==> config.mk <==
export PLATFORM = sky130hd
export DESIGN_NAME = pipe_stage_reg
export DESIGN_NICKNAME = d
export VERILOG_FILES = /design/src/rtl/pipe_stage_reg_pkg.sv /design/src/rtl/pipe_stage_reg_sat_counter.sv /design/src/rtl/pipe_stage_reg.sv
export SDC_FILE = /design/constraint.sdc
export NUM_CORES = 1
export LEC_CHECK = 0
export BUFFER_PORTS_ARGS = -buffer_cell sky130_fd_sc_hd__buf_4
export CAP_MARGIN = 20
export CELL_PAD_IN_SITES_DETAIL_PLACEMENT = 1
export CELL_PAD_IN_SITES_GLOBAL_PLACEMENT = 2
export CORE_MARGIN = 10
export CORE_UTILIZATION = 28
export CTS_CLUSTER_SIZE = 30
export DETAILED_ROUTE_END_ITERATION = 8
export PLACE_DENSITY_LB_ADDON = 0.3
export SLEW_MARGIN = 20
export SYNTH_ARGS = -nofsm -noshare
export SYNTH_HDL_FRONTEND = slang
export SYNTH_HIERARCHICAL = 1
export SYNTH_SLANG_ARGS = --single-unit
==> constraint.sdc <==
create_clock -name clk -period 2.32 [get_ports clk]
set_clock_uncertainty 0.1 [all_clocks]
set_input_delay 0.116 -clock clk [delete_from_list [all_inputs] [get_ports clk]]
set_output_delay 0.116 -clock clk [all_outputs]
set_load 0.02 [all_outputs]
==> src/rtl/pipe_stage_reg_pkg.sv <==
// Shared pipeline definitions: per-stage payload layouts, stall-counter default
// and the encoding of the skid-buffer occupancy state.
package pipe_stage_reg_pkg;

    localparam int NPCOP_W       = 2;
    localparam int STALL_CNT_W   = 16;
    localparam int XLEN          = 32;
    localparam int REG_IDX_W     = 5;
    localparam int ALU_OP_W      = 4;

    // Occupancy encoded as {main valid, skid valid}; 2'b01 is unreachable.
    typedef enum logic [1:0] {
        ST_EMPTY = 2'b00,
        ST_ONE   = 2'b10,
        ST_TWO   = 2'b11
    } skid_state_e;

    typedef enum logic [NPCOP_W-1:0] {
        NPC_SEQ    = 2'd0,
        NPC_BRANCH = 2'd1,
        NPC_JAL    = 2'd2,
        NPC_JALR   = 2'd3
    } npc_op_e;

    typedef struct packed {
        logic [XLEN-1:0] pc;
        logic [XLEN-1:0] instr;
    } if_id_t;

    typedef struct packed {
        logic [XLEN-1:0]      pc;
        logic [XLEN-1:0]      rs1_val;
        logic [XLEN-1:0]      rs2_val;
        logic [XLEN-1:0]      imm;
        logic [REG_IDX_W-1:0] rd;
        logic [ALU_OP_W-1:0]  alu_op;
        npc_op_e              npc_op;
        logic                 alu_src_imm;
        logic                 mem_we;
        logic                 mem_re;
        logic                 reg_we;
    } id_ex_t;

    typedef struct packed {
        logic [XLEN-1:0]      pc;
        logic [XLEN-1:0]      alu_res;
        logic [XLEN-1:0]      store_data;
        logic [REG_IDX_W-1:0] rd;
        logic                 mem_we;
        logic                 mem_re;
        logic                 reg_we;
    } ex_mem_t;

    typedef struct packed {
        logic [XLEN-1:0]      pc;
        logic [XLEN-1:0]      wb_data;
        logic [REG_IDX_W-1:0] rd;
        logic                 reg_we;
    } mem_wb_t;

    localparam int IF_ID_W  = $bits(if_id_t);
    localparam int ID_EX_W  = $bits(id_ex_t);
    localparam int EX_MEM_W = $bits(ex_mem_t);
    localparam int MEM_WB_W = $bits(mem_wb_t);

endpackage

==> src/rtl/pipe_stage_reg_sat_counter.sv <==
// Saturating up-counter with synchronous active-high clear.
module sat_counter #(
    parameter int W = 16
) (
    input  logic         clk,
    input  logic         rst,
    input  logic         inc,
    output logic [W-1:0] cnt
);

    always_ff @(posedge clk) begin
        if (rst) begin
            cnt <= '0;
        end else if (inc && (cnt != {W{1'b1}})) begin
            cnt <= cnt + W'(1);
        end
    end

endmodule

==> src/rtl/pipe_stage_reg.sv <==
// Elastic inter-stage register: valid/ready handshake, synchronous flush,
// optional two-entry skid buffer (registered in_ready) and a stall counter.
module pipe_stage_reg
    import pipe_stage_reg_pkg::*;
#(
    parameter int DATA_W = 32,
    parameter int SKID   = 1,
    parameter int CNT_W  = STALL_CNT_W
) (
    input  logic              clk,
    input  logic              rst,
    input  logic              flush,
    input  logic              in_valid,
    output logic              in_ready,
    input  logic [DATA_W-1:0] in_data,
    output logic              out_valid,
    input  logic              out_ready,
    output logic [DATA_W-1:0] out_data,
    output logic [CNT_W-1:0]  stall_cnt
);

    logic in_xfer;
    logic out_xfer;

    assign in_xfer  = in_valid & in_ready;
    assign out_xfer = out_valid & out_ready;

    generate
        if (SKID != 0) begin : g_skid
            skid_state_e       state_q, state_d;
            logic [DATA_W-1:0] main_q, main_d;
            logic [DATA_W-1:0] skid_q, skid_d;

            always_ff @(posedge clk) begin
                if (rst) begin
                    state_q <= ST_EMPTY;
                    main_q  <= '0;
                    skid_q  <= '0;
                end else begin
                    state_q <= state_d;
                    main_q  <= main_d;
                    skid_q  <= skid_d;
                end
            end

            always_comb begin
                state_d = state_q;
                main_d  = main_q;
                skid_d  = skid_q;
                case (state_q)
                    ST_EMPTY: begin
                        if (in_xfer) begin
                            state_d = ST_ONE;
                            main_d  = in_data;
                        end
                    end
                    ST_ONE: begin
                        if (in_xfer && !out_xfer) begin
                            state_d = ST_TWO;
                            skid_d  = in_data;
                        end else if (!in_xfer && out_xfer) begin
                            state_d = ST_EMPTY;
                        end else if (in_xfer && out_xfer) begin
                            main_d  = in_data;
                        end
                    end
                    ST_TWO: begin
                        if (out_xfer) begin
                            state_d = ST_ONE;
                            main_d  = skid_q;
                        end
                    end
                    default: state_d = ST_EMPTY;
                endcase
                // Squash drops every held entry and whatever was accepted this cycle.
                if (flush) begin
                    state_d = ST_EMPTY;
                    main_d  = main_q;
                    skid_d  = skid_q;
                end
            end

            assign in_ready  = ~state_q[0];
            assign out_valid = state_q[1];
            assign out_data  = main_q;
        end else begin : g_noskid
            logic              valid_q;
            logic [DATA_W-1:0] data_q;

            always_ff @(posedge clk) begin
                if (rst) begin
                    valid_q <= 1'b0;
                    data_q  <= '0;
                end else if (flush) begin
                    valid_q <= 1'b0;
                end else if (in_xfer) begin
                    valid_q <= 1'b1;
                    data_q  <= in_data;
                end else if (out_xfer) begin
                    valid_q <= 1'b0;
                end
            end

            assign in_ready  = ~valid_q | out_ready;
            assign out_valid = valid_q;
            assign out_data  = data_q;
        end
    endgenerate

    sat_counter #(
        .W(CNT_W)
    ) u_stall_cnt (
        .clk(clk),
        .rst(rst),
        .inc(out_valid & ~out_ready),
        .cnt(stall_cnt)
    );

endmodule

# Word level (Yosys, flattened, before mapping)
# Index checks and enable logic that the tools add are counted.
# totals
in_bits,37
regBits,82
output_inout_bits,50
# op_classes
n_bitwise,6
eq_ne,9
addsub,1
n_mux,11
reduce_logical,12
# op_table
operator,n
two-way mux 32 bit,5
case mux 32 bit (3 select lines),1
adder 16 x 1 -> 16 bit (second input constant),1
inequality test 16 bit (second input constant),1
inequality test 2 bit (second input constant),5
two-way mux 2 bit,4
AND reduction 7 bit,1
case mux 2 bit (3 select lines),1
AND reduction 3 bit,2
== test 2 bit (second input constant),2
logical AND 1 bit,4
AND 1 bit,3
inequality test 3 bit (second input constant),1
inverter 1 bit,3
nonzero test 3 bit,1
zero test 1 bit,2
zero test 2 bit,1
OR reduction 2 bit,1

# Longest topological paths before layout
# Gate-level depths: netlist of run 1.
# logic_depth
depth_word,7
mapped_depth,9
ltp_nobuf,7

# By module
# Netlist of run 1, hierarchy kept.
# modules_own_cells
mod,instances,seq_area_each_um2,area_each_um2,cells_per_inst
pipe_stage_reg,1,1321.3,2820.2,315
sat_counter,1,320.3,848.3,99

# Least setup slack after synthesis of run 1
# OpenSTA, ideal clock, no wires.
# synth_path
kind,reg2reg
from,reg g_skid.state_q[1]
to,"reg g_skid.main_q[0], in the netlist out_data[0]"
required_time_ps,2086
path_slack_ps,44
synth_period_minus_slack_ps,2276
n_path_buf,2
setup_time_ps,134
arrival_time_ps,2042
path_stages_with_launch,9
path_cell_list,dfxtp_1 > nand2_1 > ha_1 > or3b_1 > a211oi_4 > and2_1 > buf_4 > buf_6 > a211oi_1
# synth_via
elab_chain_cells,5
word_cells_on_any_way,16
classes_between,eq/ne (7); mux (1); bitwise (1); reduce/logical (7)
# synth_rtl
item,line,source
"start, declared",pipe_stage_reg.sv:30,"skid_state_e state_q, state_d;"
"start signal, assigned",pipe_stage_reg.sv:40,state_q <= state_d;
AND 1 bit,pipe_stage_reg.sv:26,assign out_xfer = out_valid & out_ready;
zero test 1 bit,pipe_stage_reg.sv:58,if (in_xfer && !out_xfer) begin
logical AND 1 bit,pipe_stage_reg.sv:58,
inequality test 2 bit (no source line),-,
AND reduction 7 bit (no source line),-,
"end signal, assigned",pipe_stage_reg.sv:41,main_q <= main_d;
"end, declared",pipe_stage_reg.sv:31,"logic [DATA_W-1:0] main_q, main_d;"
# Several ways; a longest one is shown, not always the timed one.
# A chain may end at the register's enable or synchronous reset.

# Worst setup path in the final report of run 1
# layout_path
from,reg g_skid.state_q[0]
to,"reg g_skid.main_q[21], in the netlist out_data[21]"
# layout_via
elab_chain_cells,6
word_cells_on_any_way,17
classes_between,eq/ne (7); mux (1); bitwise (2); reduce/logical (7)
# layout_rtl
item,line,source
inverter 1 bit,pipe_stage_reg.sv:83,assign in_ready = ~state_q[0];
AND 1 bit,pipe_stage_reg.sv:25,assign in_xfer = in_valid & in_ready;
zero test 1 bit,pipe_stage_reg.sv:61,end else if (!in_xfer && out_xfer) begin
logical AND 1 bit,pipe_stage_reg.sv:61,
inequality test 2 bit (no source line),-,
AND reduction 7 bit (no source line),-,
# Several ways; a longest one is shown, not always the timed one.

==> impl_metrics.yaml, run 1 <==
routing:
  first_iter_violations: 108
  via_per_inst: 4.869
  drtPass1Iterations: 4
  dr_total_vias: 3428
  routedWlPerCell_microns: 16.66
  drc: 0
  ant_nets: 0
  drt_wl_total_microns: 11730
floorplanning:
  start_util: 0.2884
  rows: 41
  core_area_sq_mm: 0.01272
  ios: 87
  die_y_microns: 134.5
  die-area_sq_mm: 0.01808
  fp.dieW_microns: 134.5
setup_path:
  critPathRequiredTime_ns: 2.47
  cp-start-kind: "register"
  critPathMaxFanout: 16
  path_class: "register to register"
  crit_arrival_ns: 2.37
  crit_path_end_kind: "register"
  rrSetupSlack_ns: 0.11
global_route:
  grt_pass1_wl_microns: 19420
  grt_usage: 0.1320
  grt_pass1_vias: 3724
  grt_overflow: 0
  grt_max_degree: 55
  antenna_found_initial: 0
run:
  cap_viol_max_count: 0
cells_and_area:
  finish.instance_area_sq_mm: 0.005296
  nFillCells: 1505
  drive_above_1_share: 0.2519
  final_cells: 704
  area_growth_pct: 44.37
  insertedDiodeCount: 0
  utilization: 0.4163
  nets: 573
power_and_ir_drop:
  p_total_uw: 3650
  peakVddDrop_mv: 0.3626
  leakage_uw: 0.001949
  power.density_mw_per_mm2: 689.2
clock_network:
  cts-root-buf: "clkbuf_16"
  clk_path_buf_depth: 2
  numCtsBuffers: 9
  clk_latency_ns: 0.34
  cts.sinks: 82
  clk_pin_slew_ns: 0.06
  cts_tree: "built"
  cts-htree-levels: 3
timing:
  worst_slew_pin_slew_ns: 0.6576
  slew_viol_final: 0
  fin_ws_ns: 0.1082
  slew_headroom: 0.5559
  finalSetupViolations: 0
  fmax_ghz: 0.4521
  hold_viol: 0
  layout_min_cycle_time_ns: 2.212
  period_share: 0.9534
synth:
  ys.flop_type: "dfxtp_1"
  synth.distinct_cells: 41
  synthArstFlopShare: 0
  synth_edf_count: 0
  ys_ff_latch: 82
  syn_inst: 414
  synth_seq_area_share: 0.4475
  synthesis.nets: 460
  syn_avg_cell_area_sq_um: 8.861
  synth-warning-count: 6
  netlist_area_sq_mm: 0.003669
place:
  dp_hpwl_microns: 7824
  port_buffers: 86
  dpl-instance-area_sq_mm: 0.004544
  preCtsSetupSlack_ns: -0.01978
  dp.cells: 653
  globalplace.congestion: 0.8089
worst_hold_path:
  hold_path_class: "primary input to register"
run_status:
  status: "finished clean"
## synth_stat cells, types with 4 or more instances
cell type	count	area, sq um
ha_1	9	112.6
buf_4	4	30.03
a211oi_1	32	240.2
clkbuf_1	21	78.83
dfxtp_1	82	1642
mux2i_1	35	350.3
a21oi_1	75	375.4
nand2_1	72	270.3
nor2_1	9	33.78
o21ai_0	4	20.02
nand3_1	6	30.03
nor3_1	6	30.03
o31ai_1	6	45.04
inv_1	7	26.28
or4_1	7	52.55
## state kept, by name, summed over array words and instances (netlist names)
name / count
out_data: 32
g_skid.skid_q: 32
g_skid.state_q: 2
u_stall_cnt/cnt: 16
## report_power, final
part | leakage, uW | internal, uW | switching [uW] | total (uW)
clock network | 0.000165 | 1030 | 591 | 1620
logic | 0.00112 | 248 | 274 | 522
registers | 0.000668 | 1470 | 39.3 | 1510
total | 0.00195 | 2750 | 904 | 3650
## cell usage in the layout (no fill, tap or decap), types with 7 or more instances in the layout
cell type | synthesis | final
or4_1 | 7 | 7
nand2_1 | 72 | 72
a211oi_1 | 32 | 26
inv_1 | 7 | 7
mux2i_1 | 35 | 35
a21oi_1 | 75 | 75
dfxtp_1 | 82 | 82
ha_1 | 9 | 8
nor2_1 | 9 | 8
buf_4 | 4 | 93
clkbuf_16 | 0 | 9
dlygate4sd3_1 | 0 | 33
## worst max-delay path, cell delays in order (launching register included)
cell      delay (ns)
dfxtp_1         0.33
nand2b_4        0.15
inv_1           0.06
ha_1            0.20
or3b_1          0.42
a211oi_4        0.23
buf_6           0.16
buf_12          0.16
a21oi_1         0.08
a211oi_1        0.22
## logic make-up (layout without fill, tap and decap cells)
logic type,after synthesis,count (layout),synth area share
AOI/OAI and AO/OA,123,123,0.2026
and+or+nand+nor,123,123,0.1651
DFF,82,82,0.4475
buffers and inverters,39,157,0.05082
muxes,36,36,0.09857
adders and majority gates,9,9,0.03070
xor gates and xnor gates,2,2,0.004776
## layout make-up
cell class	instances	area (sq um)	share of cell area
timing repair buffer	134	1179	0.2225
clock buffer	12	266.5	0.05032
inverter	7	26.28	0.004961
sequential	82	1642	0.3099
multi-input combinational	293	1896	0.3579
tap	172	215.2	0.04063
clock inverter	4	72.57	0.01370
## timing repair
action | in CTS | in global routing
gates resized for setup | 3 | 9
endpoints found under the setup margin | 29 | 32
hold buffers | 33 | 0
cloned | 1 | 0
endpoints found under the hold margin | 34 | 0
pin swaps | 1 | 5
setup buffers | 1 | 0
## through the flow
stage | TNS, ns | hold slack (ns)
final | 0 | 0.07517
after global routing | -0.03573 | 0.1177
after CTS | 0 | 0.08152
after detailed placement | -0.06569 | 0.2829
after global placement | 0 | 0.2725
after floorplan | 0 | 0.09531
## routing by layer
| layer | share of wire | track usage | wire (microns) |
|---|---|---|---|
| met1 | 0.48 | 0.1608 | 5595 |
| met2 | 0.48 | 0.2227 | 5590 |
| met3 | 0.032 | 0.02819 | 370 |
| met4 | 0.015 | 0.04897 | 172 |
| met5 | 0 | 0 | 0 |
## final timing paths
path,startpoint,endpoint,depth (start not counted)
max reg2reg,g_skid.state_q[0],out_data[21],9
min,rst,u_stall_cnt/cnt[8],2
max,g_skid.state_q[0],out_data[21],9
min reg2reg,g_skid.skid_q[16],g_skid.skid_q[16],2
No activity file was read; power rests on OpenSTA's default activity.
==> run 2: changes to the inputs <==
Settings changed: CORE_UTILIZATION 28 to 34, PLACE_DENSITY_LB_ADDON 0.3 to 0.1.
Clock period 2.32 ns to 2.6 ns, I/O delays scaled along.
==> impl_metrics.yaml, run 2 (synthesized netlist as in run 1, its figures left out) <==
run_status:
  status: "finished clean"
setup_path:
  rrSetupSlack_ns: 0.13
  r2r_end: "out_data[16]"
  crit_path_max_incr_delay_ns: 0.43
  cp-start-kind: "register"
  critPathTopFamily: "simple AND/OR/NAND/NOR gates"
  r2r_start: "g_skid.state_q[0]"
  r2r_cells: 8
  crit_path_end_kind: "register"
  path_class: "register to register"
  crit_arrival_ns: 2.59
  cp_num_buf_inv: 2
  critPathRequiredTime_ns: 2.72
  crit_chain: "nand2b_2, inv_1, ha_1, or3b_1, a211oi_4, and2_1, buf_6, a211oi_1"
  critPathMaxFanout: 21
  crit_slowest_cell: "dfxtp_1"
  cp.depth: 8
floorplanning:
  ios: 87
  rows: 37
  die_y_microns: 123.9
  fp.dieW_microns: 123.9
  start_util: 0.3522
  die-area_sq_mm: 0.01535
  core_area_sq_mm: 0.01042
timing:
  hold_viol: 0
  fmax_ghz: 0.4049
  slew_headroom: 0.5438
  hold_slack_ns: 0.1243
  layout_min_cycle_time_ns: 2.470
  worst_slew_pin_slew_ns: 0.6754
  slew_viol_final: 0
  finalSetupViolations: 0
  period_share: 0.9499
  fin_ws_ns: 0.1303
cells_and_area:
  final_cells: 667
  drive_above_1_share: 0.2354
  register_area_sq_mm: 0.001642
  area_growth_pct: 36.70
  final_cell_mix: "buf_4, dfxtp_1, a21oi_1"
  layout_commonest_cell: "buf_4"
  nets: 572
  insertedDiodeCount: 0
  nFillCells: 1230
  multiInputGateArea_sq_mm: 0.001853
  utilization: 0.4814
power_and_ir_drop:
  swShare: 0.2672
  internal_power_uw: 2035
  p_seq_frac: 0.484
  leakage_uw: 0.001855
  peakVddDrop_mv: 0.2673
  power_frac_comb: 0.156
  power.density_mw_per_mm2: 553.7
  p_total_uw: 2777
  p_sw_uw: 741.8
  pwr-share-clk: 0.361
global_route:
  grt_max_degree: 49
  grt_overflow: 0
  grt_usage: 0.1489
  grt_pass1_wl_microns: 18200
  antenna_found_initial: 0
  grt_pass1_vias: 3654
routing:
  drt_wl_total_microns: 11070
  ant_nets: 0
  drc: 0
  first_iter_violations: 139
  via_per_inst: 5.121
  routedWlPerCell_microns: 16.60
  dr_total_vias: 3416
  drtPass1Iterations: 4
place:
  globalplace.congestion: 0.7857
  preCtsSetupSlack_ns: 0.1154
  dp_hpwl_microns: 7496
  port_buffers: 86
  dp.cells: 618
worst_hold_path:
  hold_path_class: "primary input to register"
  hold_path_depth: 5
  hold_start: "out_ready"
  min_to: "u_stall_cnt/cnt[1]"
clock_network:
  clk_latency_ns: 0.36
  cts-root-buf: "clkbuf_8"
  clk_pin_slew_ns: 0.08
  cts_tree: "built"
  cts.sinks: 82
  cts-htree-levels: 3
  clk_path_buf_depth: 2
  numCtsBuffers: 9
run:
  cap_viol_max_count: 0
## run 2: cell types whose count changed in the layout (fill, tap and decap cells not counted), sizes merged
cell    delta
clkbuf     +1
bufinv     -1
buf        -1
## run 2: power groups by stage
stage | sequential, uW | combinational [uW] | clock, uW
3_3_place_gp | 1370 | 386 | 0
3_5_place_dp | 1370 | 393 | 0
4_1_cts | 1340 | 433 | 1040
5_1_grt | 1350 | 477 | 1080
2_1_floorplan | 1420 | 165 | 0
6_report | 1340 | 432 | 1000
## run 2: worst max-delay path by stage
stage | from | end | slack (ns)
2_1_floorplan | g_skid.state_q[1] | out_data[0] | 0.32
3_3_place_gp | g_skid.state_q[0] | out_data[28] | 0.25
3_5_place_dp | g_skid.state_q[0] | out_data[4] | 0.12
4_1_cts | g_skid.state_q[0] | out_data[4] | 0.09
5_1_grt | g_skid.state_q[0] | out_data[14] | -0.01
6_report | g_skid.state_q[0] | out_data[16] | 0.13
## run 2: layer usage
metal / up-vias / GRT usage / wire (microns)
met1: 1642 / 0.1764 / 4869
met5: - / 0 / 0
met4: 0 / 0.06114 / 178
met2: 56 / 0.2523 / 5458
met3: 12 / 0.03620 / 563
li1: 1706 / - / -
## run 2: metrics by stage
step,cell area [sq um],setup TNS (ns)
2_1_floorplan,3669,0
3_3_place_gp,4452,0
3_5_place_dp,4452,0
4_1_cts,4997,0
5_1_grt,5015,-0.02095
6_report,5015,0
## run 2: final cells by class
| class | count | area share |
|---|---|---|
| multi-input cells | 293 | 0.3695 |
| flip-flops and latches | 82 | 0.3273 |
| repair buffers | 133 | 0.2211 |
| well taps | 136 | 0.03393 |
| clock buffers | 13 | 0.03368 |
| clock inverters | 3 | 0.009232 |
| inverters | 7 | 0.005240 |
## run 2: worst register-to-register path, delay by kind of cell (launching register included)
family                   cells  cell delay, ns
buffers and inverters        2            0.29
AO/OA/AOI/OAI                2            0.45
adder cells (fa/ha/maj)      1            0.22
AND/OR/NAND/NOR              3            0.85
flip-flops                   1            0.43
## run 2: repair_timing
item,CTS,global route
buffers inserted,0,0
gates resized for setup,0,5
setup endpoints to repair,0,31
hold endpoints to repair,34,0
hold buffers,33,0
==> run 3: changes to the inputs <==
==> constraint.sdc (replaced) <==
create_clock -name clk -period 2.6 [get_ports clk]
set_clock_uncertainty 0.1 [all_clocks]
set_input_delay 0.65 -clock clk [delete_from_list [all_inputs] [get_ports clk]]
set_output_delay 0.65 -clock clk [all_outputs]
set_load 0.02 [all_outputs]
==> impl_metrics.yaml, run 3 (synthesized netlist as in run 1, its figures left out) <==
cells_and_area:
  register_area_sq_mm: 0.001642
  final_cells: 634
  final_cell_mix: "buf_4, dfxtp_1, a21oi_1"
  area_growth_pct: 28.04
  drive_above_1_share: 0.2510
  insertedDiodeCount: 0
  layout_commonest_cell: "buf_4"
  nFillCells: 1256
  multiInputGateArea_sq_mm: 0.001851
  nets: 541
floorplanning:
  rows: 37
  start_util: 0.3522
  die-area_sq_mm: 0.01535
  core_area_sq_mm: 0.01042
  die_y_microns: 123.9
  ios: 87
  fp.dieW_microns: 123.9
setup_path:
  critPathTopFamily: "compound AO/OA/AOI/OAI gates"
  crit_path_max_incr_delay_ns: 0.39
  cp-start-kind: "register"
  cp.depth: 8
  crit_slowest_cell: "or3b_1"
  cp_num_buf_inv: 2
  crit_path_end_kind: "register"
  critPathRequiredTime_ns: 2.76
  crit_arrival_ns: 2.55
  path_common_cell: "buf_4"
  path_class: "register to register"
  critPathMaxFanout: 20
  r2r_cells: 8
  crit_chain: "nand2b_1, buf_4, ha_1, or3b_1, a211oi_4, buf_4, a21oi_1, a211oi_1"
power_and_ir_drop:
  power.density_mw_per_mm2: 581.5
  p_total_uw: 2731
  leakage_uw: 0.001727
  peakVddDrop_mv: 0.2108
global_route:
  grt_usage: 0.1440
  grt_max_degree: 57
  grt_pass1_vias: 3464
  grt_overflow: 0
  antenna_found_initial: 0
  grt_pass1_wl_microns: 17820
worst_hold_path:
  hold_path_depth: 2
  hold_path_class: "register to register"
timing:
  slew_headroom: 0.5257
  hold_viol: 0
  worst_slew_pin_slew_ns: 0.7115
  period_share: 0.9215
  layout_min_cycle_time_ns: 2.396
  fin_ws_ns: 0.2041
  slew_viol_final: 0
  fmax_ghz: 0.4174
  fin_tns_setup_ns: 0
  rsz0062_at_grt: "false"
  finalSetupViolations: 0
place:
  dp.cells: 620
  dp_hpwl_microns: 7630
  globalplace.congestion: 0.7642
  port_buffers: 86
  preCtsSetupSlack_ns: -0.09175
clock_network:
  post_cts_buffers: 0
  numCtsBuffers: 9
  clk_path_buf_depth: 2
  cts_resized: 0
  cts-root-buf: "clkbuf_8"
  clk_latency_ns: 0.35
  cts_tree: "built"
  cts-hold-fix-buffers: 0
  clk_pin_slew_ns: 0.08
  cts.sinks: 82
  cts-htree-levels: 3
routing:
  via_per_inst: 5.144
  first_iter_violations: 129
  drc: 0
  routedWlPerCell_microns: 16.97
  ant_nets: 0
  dr_total_vias: 3261
  drtPass1Iterations: 4
  drt_wl_total_microns: 10760
run_status:
  status: "finished clean"
run:
  cap_viol_max_count: 0
-- run 3: cell count changes in the layout (fill, tap and decap cells not counted), sizes merged --
cell | before | now
dlygate4sd3 | 33 | 0
bufinv | 1 | 2
clkinv | 1 | 2
buf | 100 | 102
clkbuf | 13 | 9
-- run 3: stage by stage --
step	util	hold slack (ns)	instance area [sq um]
finish	0.4509	0.3571	4697
detailed placement	0.4312	0.3470	4492
global placement	0.4312	0.3410	4492
global route	0.4509	0.3820	4697
floorplan	-	0.3360	3669
CTS	0.4509	0.3588	4697
-- run 3: final timing paths --
kind / startpoint / endpoint / slack (ns)
hold reg to reg: g_skid.skid_q[26] / g_skid.skid_q[26] / 0.36
setup reg to reg: g_skid.state_q[0] / out_data[6] / 0.20
setup / recovery: g_skid.state_q[0] / out_data[6] / 0.20
hold / removal: g_skid.skid_q[26] / g_skid.skid_q[26] / 0.36
-- run 3: report_power, final --
part | switching, uW | internal [uW] | total (uW)
Clock | 459 | 530 | 989
Sequential | 35.0 | 1310 | 1340
Combinational | 224 | 174 | 398
-- run 3: final cells by class --
cell class	count	area share
tap	136	0.03623
timing repair buffer	102	0.1710
clock buffer	9	0.02637
clock inverter	5	0.01731
multi-input combinational	293	0.3940
inverter	7	0.005594
sequential	82	0.3495
-- run 3: worst min-delay path: cells and delay by family (launching register included) --
kind	cells	cell delay, ns
flops	1	0.31
simple gates	1	0.05
compound gates	1	0.05
-- run 3: routing by layer --
metal	GRT usage	routed length [microns]	up-vias
li1	-	-	1642
met1	0.1811	4959	1561
met2	0.2348	5202	51
met3	0.04525	516	7
met4	0.03493	83	0
met5	0	0	-
